**src/rtl/ctrl_bus_if.sv**
```systemverilog
// Controller <-> datapath bundle for path_ctrl_mw: opcode/ready in, mux selects,
// enables, trap status and the retired count out.
interface ctrl_bus_if #(
    parameter int unsigned RETIRE_W = 32
) (
    input logic clk,
    input logic reset
);
    logic [5:0]          op;
    logic                mem_ready;
    logic                i_or_d;
    logic [1:0]          pc_src;
    logic [1:0]          reg_dst;
    logic [1:0]          mem_to_reg;
    logic                alu_srcA;
    logic [1:0]          alu_srcB;
    logic [1:0]          alu_op;
    logic                imm_zext;
    logic                ireg_enab;
    logic                pc_write;
    logic                branch;
    logic                branch_ne;
    logic                reg_write;
    logic                mem_req;
    logic                mem_we;
    logic                exc;
    logic [1:0]          exc_cause;
    logic [RETIRE_W-1:0] retired;

    modport central (
        input  clk, reset, op, mem_ready,
        output i_or_d, pc_src, reg_dst, mem_to_reg, alu_srcA, alu_srcB, alu_op,
               imm_zext, ireg_enab, pc_write, branch, branch_ne, reg_write,
               mem_req, mem_we, exc, exc_cause, retired
    );

    modport datapath (
        input  clk, reset, i_or_d, pc_src, reg_dst, mem_to_reg, alu_srcA, alu_srcB,
               alu_op, imm_zext, ireg_enab, pc_write, branch, branch_ne, reg_write,
               mem_req, mem_we, exc, exc_cause, retired,
        output op, mem_ready
    );
endinterface

```
**src/rtl/path_ctrl_mw.sv**
```systemverilog
// Multicycle MIPS main controller with memory wait states, bus timeout,
// optional BNE/ORI/JAL decode, trap state and retired-instruction counter.
module path_ctrl_mw #(
    parameter int unsigned MEM_WAIT      = 0,
    parameter int unsigned USE_MEM_READY = 0,
    parameter int unsigned TIMEOUT       = 16,
    parameter int unsigned EXT_ISA       = 1,
    parameter int unsigned RETIRE_W      = 32
) (
    ctrl_bus_if.central ctrl_bus
);
    localparam int unsigned CNT_MAX = (MEM_WAIT > TIMEOUT) ? MEM_WAIT : TIMEOUT;
    localparam int unsigned CW      = (CNT_MAX < 2) ? 1 : $clog2(CNT_MAX + 1);

    typedef enum logic [3:0] {
        S_FETCH, S_DECODE, S_MEM_ADDR, S_MEM_READ, S_MEM_TO_REG, S_MEM_WRITE,
        S_EXECUTE, S_ALU_TO_REG, S_BRANCH, S_IMM_EXEC, S_IMM_TO_REG,
        S_JUMP, S_JAL, S_TRAP
    } state_t;

    state_t              r_state;
    logic [CW-1:0]       r_cnt;
    logic [RETIRE_W-1:0] r_retired;
    logic [1:0]          r_cause;

    state_t              w_next;
    logic [1:0]          w_cause_next;
    logic                w_access;
    logic                w_done;
    logic                w_tmo;
    logic                w_is_r, w_is_lw, w_is_sw, w_is_beq, w_is_bne;
    logic                w_is_addi, w_is_ori, w_is_j, w_is_jal;

    assign w_is_r    = (ctrl_bus.op == 6'd0);
    assign w_is_lw   = (ctrl_bus.op == 6'd35);
    assign w_is_sw   = (ctrl_bus.op == 6'd43);
    assign w_is_beq  = (ctrl_bus.op == 6'd4);
    assign w_is_addi = (ctrl_bus.op == 6'd8);
    assign w_is_j    = (ctrl_bus.op == 6'd2);
    assign w_is_bne  = (EXT_ISA != 0) && (ctrl_bus.op == 6'd5);
    assign w_is_ori  = (EXT_ISA != 0) && (ctrl_bus.op == 6'd13);
    assign w_is_jal  = (EXT_ISA != 0) && (ctrl_bus.op == 6'd3);

    assign w_access = (r_state == S_FETCH) || (r_state == S_MEM_READ) || (r_state == S_MEM_WRITE);
    assign w_done   = (USE_MEM_READY != 0) ? ctrl_bus.mem_ready : (r_cnt == CW'(MEM_WAIT));
    // A ready arriving in the last allowed cycle completes the access instead of trapping.
    assign w_tmo    = (USE_MEM_READY != 0) && w_access && !ctrl_bus.mem_ready
                      && (r_cnt == CW'(TIMEOUT - 1));

    always_comb begin
        w_next       = r_state;
        w_cause_next = 2'b01;
        case (r_state)
            S_FETCH: begin
                if (w_tmo) begin
                    w_next       = S_TRAP;
                    w_cause_next = 2'b10;
                end else if (w_done) begin
                    w_next = S_DECODE;
                end
            end
            S_DECODE: begin
                if (w_is_r)                   w_next = S_EXECUTE;
                else if (w_is_lw || w_is_sw)  w_next = S_MEM_ADDR;
                else if (w_is_beq || w_is_bne) w_next = S_BRANCH;
                else if (w_is_addi || w_is_ori) w_next = S_IMM_EXEC;
                else if (w_is_j)              w_next = S_JUMP;
                else if (w_is_jal)            w_next = S_JAL;
                else                          w_next = S_TRAP;
            end
            S_MEM_ADDR:   w_next = w_is_lw ? S_MEM_READ : S_MEM_WRITE;
            S_MEM_READ: begin
                if (w_tmo) begin
                    w_next       = S_TRAP;
                    w_cause_next = 2'b10;
                end else if (w_done) begin
                    w_next = S_MEM_TO_REG;
                end
            end
            S_MEM_WRITE: begin
                if (w_tmo) begin
                    w_next       = S_TRAP;
                    w_cause_next = 2'b10;
                end else if (w_done) begin
                    w_next = S_FETCH;
                end
            end
            S_MEM_TO_REG: w_next = S_FETCH;
            S_EXECUTE:    w_next = S_ALU_TO_REG;
            S_ALU_TO_REG: w_next = S_FETCH;
            S_BRANCH:     w_next = S_FETCH;
            S_IMM_EXEC:   w_next = S_IMM_TO_REG;
            S_IMM_TO_REG: w_next = S_FETCH;
            S_JUMP:       w_next = S_FETCH;
            S_JAL:        w_next = S_FETCH;
            S_TRAP:       w_next = S_FETCH;
            default:      w_next = S_TRAP;
        endcase
    end

    always_ff @(posedge ctrl_bus.clk or posedge ctrl_bus.reset) begin
        if (ctrl_bus.reset) begin
            r_state   <= S_FETCH;
            r_cnt     <= '0;
            r_retired <= '0;
            r_cause   <= '0;
        end else begin
            r_state <= w_next;
            if (w_next != r_state)
                r_cnt <= '0;
            else if (w_access)
                r_cnt <= r_cnt + 1'b1;
            if ((w_next == S_TRAP) && (r_state != S_TRAP))
                r_cause <= w_cause_next;
            if ((w_next == S_FETCH) && (r_state != S_FETCH) && (r_state != S_TRAP))
                r_retired <= r_retired + RETIRE_W'(1);
        end
    end

    // Decoded straight from state (and done) so reset kills enables asynchronously.
    always_comb begin
        ctrl_bus.i_or_d     = 1'b0;
        ctrl_bus.pc_src     = 2'b00;
        ctrl_bus.reg_dst    = 2'b00;
        ctrl_bus.mem_to_reg = 2'b00;
        ctrl_bus.alu_srcA   = 1'b0;
        ctrl_bus.alu_srcB   = 2'b00;
        ctrl_bus.alu_op     = 2'b00;
        ctrl_bus.imm_zext   = 1'b0;
        ctrl_bus.ireg_enab  = 1'b0;
        ctrl_bus.pc_write   = 1'b0;
        ctrl_bus.branch     = 1'b0;
        ctrl_bus.branch_ne  = 1'b0;
        ctrl_bus.reg_write  = 1'b0;
        ctrl_bus.mem_req    = 1'b0;
        ctrl_bus.mem_we     = 1'b0;
        ctrl_bus.exc        = 1'b0;
        if (!ctrl_bus.reset) begin
            case (r_state)
                S_FETCH: begin
                    ctrl_bus.mem_req   = 1'b1;
                    ctrl_bus.alu_srcB  = 2'b01;
                    ctrl_bus.ireg_enab = w_done;
                    ctrl_bus.pc_write  = w_done;
                end
                S_DECODE:   ctrl_bus.alu_srcB = 2'b11;
                S_MEM_ADDR: begin
                    ctrl_bus.alu_srcA = 1'b1;
                    ctrl_bus.alu_srcB = 2'b10;
                end
                S_MEM_READ: begin
                    ctrl_bus.i_or_d  = 1'b1;
                    ctrl_bus.mem_req = 1'b1;
                end
                S_MEM_TO_REG: begin
                    ctrl_bus.mem_to_reg = 2'b01;
                    ctrl_bus.reg_write  = 1'b1;
                end
                S_MEM_WRITE: begin
                    ctrl_bus.i_or_d  = 1'b1;
                    ctrl_bus.mem_req = 1'b1;
                    ctrl_bus.mem_we  = 1'b1;
                end
                S_EXECUTE: begin
                    ctrl_bus.alu_srcA = 1'b1;
                    ctrl_bus.alu_op   = 2'b10;
                end
                S_ALU_TO_REG: begin
                    ctrl_bus.reg_dst   = 2'b01;
                    ctrl_bus.reg_write = 1'b1;
                end
                S_BRANCH: begin
                    ctrl_bus.alu_srcA  = 1'b1;
                    ctrl_bus.alu_op    = 2'b01;
                    ctrl_bus.pc_src    = 2'b01;
                    ctrl_bus.branch    = w_is_beq;
                    ctrl_bus.branch_ne = w_is_bne;
                end
                S_IMM_EXEC: begin
                    ctrl_bus.alu_srcA = 1'b1;
                    ctrl_bus.alu_srcB = 2'b10;
                    ctrl_bus.alu_op   = w_is_ori ? 2'b11 : 2'b00;
                    ctrl_bus.imm_zext = w_is_ori;
                end
                S_IMM_TO_REG: ctrl_bus.reg_write = 1'b1;
                S_JUMP: begin
                    ctrl_bus.pc_src   = 2'b10;
                    ctrl_bus.pc_write = 1'b1;
                end
                S_JAL: begin
                    ctrl_bus.pc_src     = 2'b10;
                    ctrl_bus.pc_write   = 1'b1;
                    ctrl_bus.reg_dst    = 2'b10;
                    ctrl_bus.mem_to_reg = 2'b10;
                    ctrl_bus.reg_write  = 1'b1;
                end
                S_TRAP: begin
                    ctrl_bus.pc_src   = 2'b11;
                    ctrl_bus.pc_write = 1'b1;
                    ctrl_bus.exc      = 1'b1;
                end
                default: ;
            endcase
        end
    end

    assign ctrl_bus.exc_cause = r_cause;
    assign ctrl_bus.retired   = r_retired;
endmodule

```
**src/flat_wrapper.sv**
```systemverilog
// flat-port wrapper written by rule: the top's interface ports become plain ports
module path_ctrl_mw_flat 
#(
    parameter int unsigned MEM_WAIT      = 0,
    parameter int unsigned USE_MEM_READY = 0,
    parameter int unsigned TIMEOUT       = 16,
    parameter int unsigned EXT_ISA       = 1,
    parameter int unsigned RETIRE_W      = 32
)
  (clk, reset, ctrl_bus_op, ctrl_bus_mem_ready, ctrl_bus_i_or_d, ctrl_bus_pc_src, ctrl_bus_reg_dst, ctrl_bus_mem_to_reg, ctrl_bus_alu_srcA, ctrl_bus_alu_srcB, ctrl_bus_alu_op, ctrl_bus_imm_zext, ctrl_bus_ireg_enab, ctrl_bus_pc_write, ctrl_bus_branch, ctrl_bus_branch_ne, ctrl_bus_reg_write, ctrl_bus_mem_req, ctrl_bus_mem_we, ctrl_bus_exc, ctrl_bus_exc_cause, ctrl_bus_retired);
  ctrl_bus_if #(.RETIRE_W(RETIRE_W)) ctrl_bus_i (.clk(clk), .reset(reset));
  input wire logic clk;
  input wire logic reset;
  input wire logic [$bits(ctrl_bus_i.op)-1:0] ctrl_bus_op;
  input wire logic [$bits(ctrl_bus_i.mem_ready)-1:0] ctrl_bus_mem_ready;
  output wire logic [$bits(ctrl_bus_i.i_or_d)-1:0] ctrl_bus_i_or_d;
  output wire logic [$bits(ctrl_bus_i.pc_src)-1:0] ctrl_bus_pc_src;
  output wire logic [$bits(ctrl_bus_i.reg_dst)-1:0] ctrl_bus_reg_dst;
  output wire logic [$bits(ctrl_bus_i.mem_to_reg)-1:0] ctrl_bus_mem_to_reg;
  output wire logic [$bits(ctrl_bus_i.alu_srcA)-1:0] ctrl_bus_alu_srcA;
  output wire logic [$bits(ctrl_bus_i.alu_srcB)-1:0] ctrl_bus_alu_srcB;
  output wire logic [$bits(ctrl_bus_i.alu_op)-1:0] ctrl_bus_alu_op;
  output wire logic [$bits(ctrl_bus_i.imm_zext)-1:0] ctrl_bus_imm_zext;
  output wire logic [$bits(ctrl_bus_i.ireg_enab)-1:0] ctrl_bus_ireg_enab;
  output wire logic [$bits(ctrl_bus_i.pc_write)-1:0] ctrl_bus_pc_write;
  output wire logic [$bits(ctrl_bus_i.branch)-1:0] ctrl_bus_branch;
  output wire logic [$bits(ctrl_bus_i.branch_ne)-1:0] ctrl_bus_branch_ne;
  output wire logic [$bits(ctrl_bus_i.reg_write)-1:0] ctrl_bus_reg_write;
  output wire logic [$bits(ctrl_bus_i.mem_req)-1:0] ctrl_bus_mem_req;
  output wire logic [$bits(ctrl_bus_i.mem_we)-1:0] ctrl_bus_mem_we;
  output wire logic [$bits(ctrl_bus_i.exc)-1:0] ctrl_bus_exc;
  output wire logic [$bits(ctrl_bus_i.exc_cause)-1:0] ctrl_bus_exc_cause;
  output wire logic [$bits(ctrl_bus_i.retired)-1:0] ctrl_bus_retired;
  assign ctrl_bus_i.op = ctrl_bus_op;
  assign ctrl_bus_i.mem_ready = ctrl_bus_mem_ready;
  assign ctrl_bus_i_or_d = ctrl_bus_i.i_or_d;
  assign ctrl_bus_pc_src = ctrl_bus_i.pc_src;
  assign ctrl_bus_reg_dst = ctrl_bus_i.reg_dst;
  assign ctrl_bus_mem_to_reg = ctrl_bus_i.mem_to_reg;
  assign ctrl_bus_alu_srcA = ctrl_bus_i.alu_srcA;
  assign ctrl_bus_alu_srcB = ctrl_bus_i.alu_srcB;
  assign ctrl_bus_alu_op = ctrl_bus_i.alu_op;
  assign ctrl_bus_imm_zext = ctrl_bus_i.imm_zext;
  assign ctrl_bus_ireg_enab = ctrl_bus_i.ireg_enab;
  assign ctrl_bus_pc_write = ctrl_bus_i.pc_write;
  assign ctrl_bus_branch = ctrl_bus_i.branch;
  assign ctrl_bus_branch_ne = ctrl_bus_i.branch_ne;
  assign ctrl_bus_reg_write = ctrl_bus_i.reg_write;
  assign ctrl_bus_mem_req = ctrl_bus_i.mem_req;
  assign ctrl_bus_mem_we = ctrl_bus_i.mem_we;
  assign ctrl_bus_exc = ctrl_bus_i.exc;
  assign ctrl_bus_exc_cause = ctrl_bus_i.exc_cause;
  assign ctrl_bus_retired = ctrl_bus_i.retired;
  path_ctrl_mw #(.MEM_WAIT(MEM_WAIT), .USE_MEM_READY(USE_MEM_READY), .TIMEOUT(TIMEOUT), .EXT_ISA(EXT_ISA), .RETIRE_W(RETIRE_W)) u_core (.ctrl_bus(ctrl_bus_i));
endmodule
```
**config.mk**
```make
export PLATFORM = sky130hd
export DESIGN_NAME = path_ctrl_mw_flat
export DESIGN_NICKNAME = d
export VERILOG_FILES = /design/src/rtl/ctrl_bus_if.sv /design/src/rtl/path_ctrl_mw.sv /design/src/flat_wrapper.sv
export SDC_FILE = /design/constraint.sdc
export NUM_CORES = 1
export LEC_CHECK = 0
export ABC_AREA = 1
export ABC_CLOCK_PERIOD_IN_PS = 2300
export CORE_MARGIN = 3
export CORE_UTILIZATION = 47
export DETAILED_ROUTE_END_ITERATION = 10
export PLACE_DENSITY = 0.76
export SYNTH_ARGS = -nofsm -noshare
export SYNTH_HDL_FRONTEND = slang
export SYNTH_SLANG_ARGS = --single-unit
export TNS_END_PERCENT = 1
```
**constraint.sdc**
```tcl
create_clock -name clk -period 2.3 [get_ports clk]
set_clock_uncertainty 0.05 [all_clocks]
set_input_delay 0.46 -clock clk [delete_from_list [all_inputs] [get_ports clk]]
set_output_delay 0.46 -clock clk [all_outputs]
set_load 0.01 [all_outputs]
```
==> results of run 1 <==
==> cells by family after synthesis <==
| family | synth area share |
|---|---|
| DFF | 0.336 |
| and+or+nand+nor | 0.470 |
| buffers and inverters | 0.0811 |
| AOI/OAI and AO/OA | 0.0276 |
| adders and majority gates | 0.0120 |
| other | 0.00120 |
| xor gates and xnor gates | 0.0727 |
==> state kept, by name (all words and copies together), names as in the netlist <==
register,cells
u_core.r_state,4
u_core.ctrl_bus.exc_cause,1
u_core.r_cnt,5
u_core.ctrl_bus.retired,32
==> metal layers <==
| layer | vias to the layer above | share of wire | routed length (um) | global-route usage |
|---|---|---|---|---|
| met5 | - | 0 | 0 | 0 |
| met3 | 7 | 0.064 | 539 | 0.0423 |
| met4 | 0 | 0.0083 | 70 | 0.0656 |
| met2 | 117 | 0.45 | 3760 | 0.370 |
| li1 | 1707 | - | - | - |
| met1 | 1566 | 0.48 | 4020 | 0.330 |
==> worst paths after layout <==
path	endpoint	cells after the start
max	ctrl_bus_pc_src[0]	6
max in group asynchronous	u_core.r_state[3]	3
min in group asynchronous	u_core.ctrl_bus.retired[3]	3
min reg2reg	u_core.r_cnt[0]	1
max reg2reg	u_core.ctrl_bus.retired[26]	12
min	u_core.r_cnt[0]	1
==> cells in the final DEF, fill, tap and decap left out, types with 6 or more instances in the layout <==
| cell type | Yosys | final |
|---|---|---|
| buf_4 | 2 | 27 |
| clkdlybuf4s50_1 | 0 | 42 |
| dfrtp_1 | 42 | 40 |
| dlygate4sd2_1 | 0 | 11 |
| inv_1 | 34 | 33 |
| inv_2 | 8 | 8 |
| nand2_1 | 162 | 161 |
| nand2_2 | 5 | 6 |
| nand3_1 | 24 | 22 |
| nand4_1 | 36 | 36 |
| nor2_1 | 79 | 75 |
| nor2_2 | 4 | 8 |
| nor3_1 | 16 | 16 |
| xnor2_1 | 9 | 9 |
| xor2_1 | 17 | 17 |
==> synthesized netlist by cell type (all sizes together) (2+ instances only) <==
cell,instances
nand2,167
a21oi,4
o21ai,6
xnor2,9
nand3,25
inv,42
nor3,16
nor3b,2
clkbuf,2
ha,3
a31oi,2
nor2,85
nand4,36
xor2,17
dfrtp,42
buf,13
nand3b,4
==> worst max-delay path, stage by stage (launching register included) <==
cell,delay [ns]
dfrtp_2,0.45
inv_2,0.13
nand2_2,0.12
nor2_1,0.18
nand2_2,0.10
o21ai_0,0.08
clkdlybuf4s50_1,0.56
==> repair_timing <==
item / in CTS / in global routing
hold buffers: 0 / 0
endpoints found under the setup margin: 21 / 44
resized for setup: 25 / 10
pin swaps: 1 / 2
==> per-stage QoR <==
step / hold WS [ns] / util
after floorplan: 0.405 / -
after global placement: 0.423 / 0.632
after detailed placement: 0.430 / 0.632
after CTS: 0.442 / 0.645
after global routing: 0.470 / 0.647
final: 0.435 / 0.647
==> power by group through the flow <==
stage / clock network [mW] / registers (mW) / logic (mW)
floorplan: 0 / 0.919 / 1.48
global placement: 0 / 0.918 / 2.24
finish: 0.467 / 0.917 / 2.29
CTS: 0.482 / 0.913 / 2.29
detailed placement: 0 / 0.923 / 2.30
global route: 0.511 / 0.929 / 2.53
==> cell type report <==
| cell class | instances | area (um2) | area share |
|---|---|---|---|
| multi-input combinational | 380 | 1850 | 0.448 |
| inverter | 42 | 161 | 0.0391 |
| sequential | 42 | 1050 | 0.255 |
| clock inverter | 1 | 7.51 | 0.00182 |
| timing repair buffer | 93 | 888 | 0.215 |
| tap | 77 | 96.3 | 0.0233 |
| clock buffer | 6 | 72.6 | 0.0176 |
==> out/metrics.cfg, run 1 <==
[clock_tree]
ctsHtreeMaxLevel=2
root_buffer=clkbuf_8
clkLatencyLatePin_ns=0.30
cts_tree=built
clk_path_buf_depth=2
cts_num_sinks=42
post_cts_buffers=0
numCtsBuffers=5
clkSlewWorstSetupHoldPaths_ns=0.08

[synth]
yosys_warnings=0
yosysSeqAreaShare=0.336
syn-num-nets=491
ys.flop_type=dfrtp_1
synth_top_area_cell=dfrtp_1
synth_top_area_frac=0.336
syn_avg_cell_area_um2=6.54
synth.area.top_cells=dfrtp_1 (34%), nand2_1 (19%), nor2_1 (9.5%), nand4_1 (7.2%), xor2_1 (4.8%)
netlist_instances=479
synth_edf_count=0
synthArstFlopShare=1.00
synth.cell_area_um2=3130
synthDistinctLibCells=29
ys_ff_latch=42

[place]
pre_cts_slack_ns=-0.268
placed_cells=634
postPlaceCellArea_um2=4040
dp_hpwl_um=6440
portBuffers=61
place.gp.congestion=0.940

[global_routing]
grt_start_max_net_pins=33
gr-usage-all-layers=0.234
grt-ovfl-total=0
grt_pass1_vias=3170
grt_pass1_wl_um=14600
antenna_found_initial=0

[pwr]
pwr-share-clk=0.127
p_sw_frac=0.483
peakVddDrop_v=0.00112
intPower_mw=1.90
p_per_area_nw_per_um2=891
power.switching_mw=1.78
total_power_mw=3.68
seqPwrFrac=0.249
combinationalPowerShare=0.624
p_leak_nw=2.11

[setup_path]
required_ns=1.79
worstSetupStartpoint=u_core.r_state[0]
cp.arrival_ns=1.92
timing.rr.start=u_core.r_cnt[0]
crit_path_max_fanout=6
cp-end-kind=primary output
crit_type=flip-flop to primary output
rrSetupSlack_ns=0.24
startpoint_type=flip-flop

[worst_hold_path]
hp-start=u_core.r_cnt[0]
hp-class=flip-flop to flip-flop

[timing]
max_slew_margin=0.637
fmax_mhz=411
finalCritPeriodShare=1.06
worst_pin_slew_ns=0.541
period_minus_slack_ns=2.43
final.setup.tns_ns=-0.131
fin_ws_ns=-0.131
hold_viol=0
setup_violations=1
drv_slew=0
rsz0062_at_grt=yes

[drt]
routed_wl_um=8390
wire_per_inst_um=13.1
drtIter0Drc=285
vias=3397
drtAntennaViolNets=0
firstDrtPassIters=5
drc=0
vias_per_cell=5.30

[floorplan]
rows=29
io_pins=64
start_util=0.490
die_w_um=87.6
fp.dieH_um=87.6
dieArea_um2=7680
core_um2=6390

[final_layout]
area_growth_pct=31.8
final_cell_count_no_fill=641
nNetsFinal=576
fin_area_um2=4130
drive_above_1_share=0.126
fillers=594
antennaDiodeCount=0

[run_status]
status=finished, violations left
violations=setup timing

[job]
max-cap-violations=0

No activity file was read; power rests on OpenSTA's default activity.
==> run 2: changes to the inputs <==
==> constraint.sdc (replaced) <==
create_clock -name clk -period 2.3 [get_ports clk]
set_clock_uncertainty 0.05 [all_clocks]
set_input_delay 0.69 -clock clk [delete_from_list [all_inputs] [get_ports clk]]
set_output_delay 0.69 -clock clk [all_outputs]
set_load 0.01 [all_outputs]
==> run 2 against run 1 <==
- the flow still finishes with violations (setup timing)
- via count grew 10%
- clock power rose by 52%
- first-iteration DRC count rose by 49%
- global-route usage up 2.0 points
- routed wire length rose by 20%
- critical path type unchanged
- setup slack improved by 0.096 ns
- critical endpoint is now ctrl_bus_alu_op[1]
- critical path depth increased by 2
- register-to-register slack worse by 0.19 ns
- sequential share of layout area down 3.3 points
- hold slack improved by 0.022 ns
- die area is the same
- sequential cell count unchanged
==> out/metrics.cfg, run 2 (synthesis gave the netlist of run 1 again) <==
[setup_path]
startpoint_type=flip-flop
crit_path_max_fanout=5
cp_slowest_stage_delay_ns=0.47
cp.buffers_inverters=4
critPathSlowestCell=dfrtp_2
required_ns=1.56
rr_endpoint=u_core.ctrl_bus.retired[11]
crit_chain=buf_4 > inv_2 > nand2_4 > nor2_4 > buf_4 > nor2_2 > nor2_2 > buf_2
worstSetupStartpoint=u_core.r_state[3]
timing.rr.start=u_core.r_state[3]
ff2ff_path_depth=15
cp-end-kind=primary output
crit_type=flip-flop to primary output
rrSetupSlack_ns=0.05
cp.arrival_ns=1.59
cp_top_family=buffers and inverters

[drt]
vias=3742
vias_per_cell=5.44
drtAntennaViolNets=0
wl_met3_um=649
wire_per_inst_um=14.7
drc=0
highest_layer=met4
wl_met1_um=4420
routed_wl_um=10100
drtIter0Drc=425
met2WireLength_um=4840
firstDrtPassIters=5

[clock_tree]
cts_num_sinks=42
clk_path_buf_depth=2
root_buffer=clkbuf_8
clkSlewWorstSetupHoldPaths_ns=0.08
postCtsHoldBufs=0
cts_tree=built
clkLatencyLatePin_ns=0.30
ctsHtreeMaxLevel=2
numCtsBuffers=5

[final_layout]
fillers=477
final_cell_count_no_fill=688
largest_reg_flops=32
layout_common_cells=nand2_1 (130), buf_4 (66), nor2_1 (64), dfrtp_1 (41), nand4_1 (36)
drive_above_1_share=0.319
final_common_cell=nand2_1
nNetsFinal=622
antennaDiodeCount=0
post-route-util=0.742
area_growth_pct=51.2
fin_area_um2=4740

[pwr]
peakVddDrop_v=0.000809
pwr-share-clk=0.140
seqPwrFrac=0.180
p_sw_frac=0.452
power.switching_mw=2.29
intPower_mw=2.78
p_leak_nw=2.37
p_per_area_nw_per_um2=1070
combinationalPowerShare=0.681

[place]
placed_cells=658
portBuffers=61
pre_cts_slack_ns=-0.777
dp_hpwl_um=6710
postPlaceCellArea_um2=4200
place.gp.congestion=0.942

[floorplan]
rows=29
core_um2=6390
io_pins=64
die_w_um=87.6
dieArea_um2=7680
start_util=0.490
fp.dieH_um=87.6

[run_status]
violations=setup timing
status=finished, violations left

[worst_hold_path]
hold-path-cell-count=1
hold_end=u_core.ctrl_bus.exc_cause[0]
hp-class=flip-flop to flip-flop
hp-start=u_core.ctrl_bus.exc_cause[0]

[timing]
max_slew_margin=0.603
fmax_mhz=428
fin_ws_ns=-0.0347
hold_viol=0
finalCritPeriodShare=1.02
rsz0062_at_grt=yes
period_minus_slack_ns=2.33
worst_pin_slew_ns=0.591
drv_slew=0
setup_violations=2

[global_routing]
grt_pass1_wl_um=15700
antenna_found_initial=0
gr-usage-all-layers=0.254
grt_start_max_net_pins=43
grt-ovfl-total=0
grt_pass1_vias=3460

[job]
max-cap-violations=0

-- run 2: cell types whose count changed in the layout (fill, tap and decap cells not counted), moves of 9 or more --
cell | previous run | this run
clkdlybuf4s50_1 | 42 | 33
buf_2 | 0 | 11
dlygate4sd2_1 | 11 | 0
buf_6 | 1 | 12
nand2_2 | 6 | 30
nor2_1 | 75 | 64
nand2_1 | 161 | 130
buf_4 | 27 | 66
-- run 2: power by group through the flow --
stage / Combinational [mW] / Clock (mW) / Sequential, mW
after floorplan: 1.49 / 0 / 0.919
after global placement: 2.45 / 0 / 0.907
after detailed placement: 2.51 / 0 / 0.908
after CTS: 2.79 / 0.723 / 0.896
after global routing: 3.67 / 0.764 / 0.923
final: 3.45 / 0.708 / 0.911
-- run 2: area by class of cell --
type,instances,area [um2],area share
well taps,77,96.3,0.0203
inverters,42,161,0.0341
multi-input cells,380,2070,0.436
clock inverters,3,68.8,0.0145
flip-flops and latches,42,1050,0.222
repair buffers,139,1220,0.258
clock buffers,5,68.8,0.0145
-- run 2: how the worst max path moves through the flow --
stage	to	slack [ns]	depth (start not counted)
5_1_grt	ctrl_bus_reg_dst[1]	-0.15	5
6_report	ctrl_bus_alu_op[1]	-0.03	8
3_5_place_dp	ctrl_bus_alu_op[0]	-0.78	8
3_3_place_gp	ctrl_bus_alu_op[1]	-0.71	8
2_1_floorplan	ctrl_bus_pc_src[0]	-0.26	4
4_1_cts	u_core.ctrl_bus.exc_cause[0]	-0.15	17
-- run 2: timing repair --
action | in CTS | in global routing
resized for setup | 95 | 98
endpoints found under the setup margin | 53 | 59
endpoints found under the hold margin | 0 | 0
gates cloned | 1 | 2
pin swaps | 7 | 26
buffers inserted | 16 | 6
-- run 2: per-layer routing --
| metal | global-route usage | up-vias |
|---|---|---|
| met1 | 0.347 | 1750 |
| met3 | 0.0405 | 26 |
| met4 | 0.0753 | 0 |
| met5 | 0 | - |
| li1 | - | 1800 |
| met2 | 0.416 | 166 |
-- run 2: stage by stage --
step | setup TNS (ns) | total power [mW] | hold slack, ns
after detailed placement | -27.40 | 3.42 | 0.443
final | -0.0621 | 5.07 | 0.457
after global placement | -24.75 | 3.36 | 0.435
after CTS | -3.86 | 4.41 | 0.464
after floorplan | -1.51 | 2.41 | 0.405
after global routing | -1.76 | 5.36 | 0.477
